### config.mk
export PLATFORM = sky130hd
export DESIGN_NAME = serial_adder_datapath_flat
export DESIGN_NICKNAME = d
export VERILOG_FILES = /design/src/rtl/serial_adder_if.sv /design/src/rtl/serial_adder_datapath.sv /design/src/flat_wrapper.sv
export SDC_FILE = /design/constraint.sdc
export NUM_CORES = 1
export LEC_CHECK = 0
export CAP_MARGIN = 20
export CORE_ASPECT_RATIO = 1.5
export CORE_UTILIZATION = 45
export DETAILED_ROUTE_END_ITERATION = 16
export PLACE_DENSITY_LB_ADDON = 0.3
export SLEW_MARGIN = 20
export SYNTH_ARGS = -nofsm -noshare
export SYNTH_HDL_FRONTEND = slang
export SYNTH_SLANG_ARGS = --single-unit
### constraint.sdc
create_clock -name Cin -period 2 [get_ports Cin]
set_input_delay 0.2 -clock Cin [delete_from_list [all_inputs] [get_ports Cin]]
set_output_delay 0.2 -clock Cin [all_outputs]
set_load 0.005 [all_outputs]
### src/rtl/serial_adder_if.sv
// Controller/datapath bundle for the bit-serial adder: strobes, operands and result.
// SUB exists only when SERIAL_ADD_SUB_EN is defined.
interface serial_adder_if #(
    parameter int unsigned N = 8
);
    logic         LD;
    logic         SH;
    logic         D;
    logic [N-1:0] A_IN;
    logic [N-1:0] B_IN;
`ifdef SERIAL_ADD_SUB_EN
    logic         SUB;
`endif
    logic [N-1:0] SUM;
    logic         COUT;
    logic         SO;
    logic         VALID;
    logic         ERR;

`ifdef SERIAL_ADD_SUB_EN
    modport master (
        output LD, SH, D, A_IN, B_IN, SUB,
        input  SUM, COUT, SO, VALID, ERR
    );
    modport slave (
        input  LD, SH, D, A_IN, B_IN, SUB,
        output SUM, COUT, SO, VALID, ERR
    );
`else
    modport master (
        output LD, SH, D, A_IN, B_IN,
        input  SUM, COUT, SO, VALID, ERR
    );
    modport slave (
        input  LD, SH, D, A_IN, B_IN,
        output SUM, COUT, SO, VALID, ERR
    );
`endif
endinterface

### src/rtl/serial_adder_datapath.sv
// Bit-serial adder datapath: loads operands on LD, retires one sum bit per SH, flags VALID on D.
// Optional subtract mode is enabled by defining SERIAL_ADD_SUB_EN.
module serial_adder_datapath #(
    parameter int unsigned N = 8
) (
    input logic           Cin,
    input logic           RST,
    serial_adder_if.slave bus
);
    localparam int unsigned CW = $clog2(N + 1);

    logic [N-1:0]  acc;
    logic [N-1:0]  breg;
    logic          carry;
    logic [CW-1:0] cnt;
    logic          valid;
    logic          err;

    logic          sum_bit;
    logic          carry_bit;
    logic          at_end;

    // Single full adder on the LSBs; carry is the majority of the three inputs.
    assign sum_bit   = acc[0] ^ breg[0] ^ carry;
    assign carry_bit = (acc[0] & breg[0]) | (acc[0] & carry) | (breg[0] & carry);
    assign at_end    = (cnt == CW'(N));

    always_ff @(posedge Cin) begin
        if (RST) begin
            acc   <= '0;
            breg  <= '0;
            carry <= 1'b0;
            cnt   <= '0;
            valid <= 1'b0;
            err   <= 1'b0;
        end else if (bus.LD) begin
            acc   <= bus.A_IN;
            cnt   <= '0;
            valid <= 1'b0;
            err   <= 1'b0;
`ifdef SERIAL_ADD_SUB_EN
            // Subtraction as A + ~B + 1: invert B and preload the carry.
            breg  <= bus.SUB ? ~bus.B_IN : bus.B_IN;
            carry <= bus.SUB;
`else
            breg  <= bus.B_IN;
            carry <= 1'b0;
`endif
        end else begin
            if (bus.SH && !at_end) begin
                acc   <= {sum_bit, acc[N-1:1]};
                breg  <= {1'b0, breg[N-1:1]};
                carry <= carry_bit;
                cnt   <= cnt + CW'(1);
            end
            // Done is judged on the pre-edge count; overrun and early done are both sticky errors.
            if (bus.D && at_end) begin
                valid <= 1'b1;
            end
            if ((bus.SH && at_end) || (bus.D && !at_end)) begin
                err <= 1'b1;
            end
        end
    end

    assign bus.SUM   = acc;
    assign bus.COUT  = carry;
    assign bus.SO    = sum_bit;
    assign bus.VALID = valid;
    assign bus.ERR   = err;
endmodule

### src/flat_wrapper.sv
// flat-port wrapper written by rule: the top's interface ports become plain ports
module serial_adder_datapath_flat 
#(
    parameter int unsigned N = 8
)
  (Cin, RST, bus_LD, bus_SH, bus_D, bus_A_IN, bus_B_IN, bus_SUM, bus_COUT, bus_SO, bus_VALID, bus_ERR);
  serial_adder_if #(.N(N)) bus_i ();
  input logic Cin;
  input logic RST;
  input wire logic [$bits(bus_i.LD)-1:0] bus_LD;
  input wire logic [$bits(bus_i.SH)-1:0] bus_SH;
  input wire logic [$bits(bus_i.D)-1:0] bus_D;
  input wire logic [$bits(bus_i.A_IN)-1:0] bus_A_IN;
  input wire logic [$bits(bus_i.B_IN)-1:0] bus_B_IN;
  output wire logic [$bits(bus_i.SUM)-1:0] bus_SUM;
  output wire logic [$bits(bus_i.COUT)-1:0] bus_COUT;
  output wire logic [$bits(bus_i.SO)-1:0] bus_SO;
  output wire logic [$bits(bus_i.VALID)-1:0] bus_VALID;
  output wire logic [$bits(bus_i.ERR)-1:0] bus_ERR;
  assign bus_i.LD = bus_LD;
  assign bus_i.SH = bus_SH;
  assign bus_i.D = bus_D;
  assign bus_i.A_IN = bus_A_IN;
  assign bus_i.B_IN = bus_B_IN;
  assign bus_SUM = bus_i.SUM;
  assign bus_COUT = bus_i.COUT;
  assign bus_SO = bus_i.SO;
  assign bus_VALID = bus_i.VALID;
  assign bus_ERR = bus_i.ERR;
  serial_adder_datapath #(.N(N)) u_core (.Cin(Cin), .RST(RST), .bus(bus_i));
endmodule
==> flow_summary.ini <==
[layout]
num-fill-cells = 188
insertedDiodeCount = 0
final_cell_area_um2 = 1450
final_nets = 184
drive_gt1_frac = 0.0755
mostFrequentLayoutCell = clkdlybuf4s50_1
syn_to_final_growth_pct = 32.6
final_cell_mix = clkdlybuf4s50_1 (32), dfxtp_1 (22), inv_1 (20), o21ai_0 (20), a31oi_1 (16)

[sta]
fin_crit_ns = 1.94
relSlewSlack = 0.716
hold_slack_ns = 0.445
final_max_slew_viol_count = 0
skew_ns = 0.00280
rsz0062_at_grt = no
setup-tns-final_ns = 0
fmax_ghz = 0.515
setup_viol = 0
tightest_slew_ns = 0.423
finalHoldViolations = 0
period_share = 0.971

[drt]
routedWlPerCell_um = 14.4
num_vias = 1100
postRouteAntennaNets = 0
firstDrtPassIters = 4
routed_wl_um = 2620
drc = 0
first_iter_violations = 68
via_per_inst = 6.04

[critical_path]
start_kind = flop
cpPeakStageDelay_ns = 0.57
worstPathArrival_ns = 1.74
crit_type = flop to output port
critPathSlowestCell = fa_1
critPathMaxFanout = 3
cp_cell_sequence = fa_1 > clkdlybuf4s50_1
worst_setup_path_end_kind = output port
required_ns = 1.80

[synth]
synthesis.nets = 155
ys_seq_area_frac = 0.422
synth_warnings = 0
synthesis.instances = 131
avgSynthCellArea_um2 = 8.33
synth.distinct_cells = 21
yosys_register_bits = 23
syn_area_um2 = 1090

[clock_tree]
post-cts-setup-buffers = 0
cts_buffers = 3
insertion_delay_ns = 0.30
cts_root_buffer = clkbuf_4
cts.repair.resized = 0
cts_tree = yes
htree_num_levels = 1
cts.sinks = 23
hold_buffers = 0
clockBufferDepth = 2
cts.clk_slew.worst_paths_ns = 0.12

[floorplan]
die_h_um = 62.3
core_area_um2 = 2260
io_pins = 33
rows = 21
die_area_um2 = 2630
die_w_um = 42.2
initial_utilization = 0.483

[grt]
grt_pass1_vias = 1070
antenna_found_initial = 0
grt_pass1_wl_um = 4540
overflow = 0
gr-usage-all-layers = 0.210
grt_max_degree = 23

[hold_path]
hold_path_class = input port to flop

[place]
place_area_um2 = 1420
dp_hpwl_um = 1750
portBuffers = 32
gp_congestion = 0.750

[power_and_ir_drop]
power_density_nw_per_um2 = 601
p_leak_nw = 0.562
ir_drop_v = 0.000295

[run]
max_cap_viol_count = 0

[outcome]
status = finished, final reports clean
## cell families (layout without fill, tap and decap cells)
family	Yosys count	count (layout)	synth area share
DFF	23	23	0.422
buffers and inverters	33	61	0.124
xor gates and xnor gates	1	1	0.00803
adders and majority gates	3	3	0.0413
and+or+nand+nor	14	14	0.0734
AOI/OAI and AO/OA	57	57	0.331
## Yosys cell counts
library cell  number  area share
buf_6              1       0.010
nand3_1            3       0.014
a21oi_1            6       0.028
or4_1              1      0.0069
or2_2              1      0.0057
dfxtp_1           23        0.42
a31oi_1           16       0.092
inv_1             20       0.069
buf_2              3       0.014
nand2_1            3       0.010
fa_1               1       0.018
a221oi_1          15        0.12
clkbuf_1           9       0.031
and3b_1            1      0.0080
nor2_1             2      0.0069
nand4_1            1      0.0057
ha_1               2       0.023
nand3b_2           1       0.010
o21ai_0           20       0.092
nor2b_1            1      0.0057
xor2_1             1      0.0080
## final cells by class
class                           count  area [µm²]  share of cell area
Multi-Input combinational cell     75         497               0.343
Sequential cell                    23         462               0.319
Timing Repair Buffer               37         358               0.247
Inverter                           20        75.1              0.0519
Tap cell                           23        28.8              0.0199
Clock buffer                        4        26.3              0.0182
## power breakdown
| part | internal, mW | switching (mW) |
|---|---|---|
| logic | 0.0954 | 0.0655 |
| clock network | 0.0777 | 0.131 |
| registers | 0.483 | 0.0167 |
## registers in the layout, summed over array words and instances, names as in the netlist
register	cells
u_core.breg	8
u_core.bus.SUM	8
u_core.bus.ERR	1
u_core.cnt	4
u_core.bus.COUT	1
u_core.bus.VALID	1
## final timing paths
kind | startpoint | endpoint | slack, ns | depth (start not counted)
worst max-delay path | u_core.bus.COUT | bus_SO | 0.06 | 2
worst min register to register | u_core.bus.ERR | u_core.bus.ERR | 0.48 | 2
worst min-delay path | bus_A_IN[6] | u_core.bus.SUM[6] | 0.45 | 3
worst max register to register | u_core.cnt[0] | u_core.cnt[2] | 0.30 | 5
## stage by stage
step / power, mW / cells / utilization / worst slack [ns]
2_1_floorplan: 0.578 / 131 / - / 0.625
3_5_place_dp: 0.671 / 178 / 0.627 / 0.247
6_report: 0.869 / 182 / 0.640 / 0.0572
5_1_grt: 0.917 / 182 / 0.640 / 0.00659
4_1_cts: 0.876 / 182 / 0.639 / 0.0263
3_3_place_gp: 0.665 / 178 / 0.627 / 0.349
## worst max-delay path, delay by kind of cell, from the launching register on
family	cells	cell delay (ns)
buffers and inverters	1	0.52
adder cells (fa/ha/maj)	1	0.57
flip-flops	1	0.36
## per-layer routing
layer	track usage	wire length, µm	share of wire
met3	0.0174	189	0.072
met4	0.0742	17	0.0065
met5	0	0	0
met2	0.360	1270	0.48
met1	0.269	1140	0.44
No activity file was read; power rests on OpenSTA's default activity.
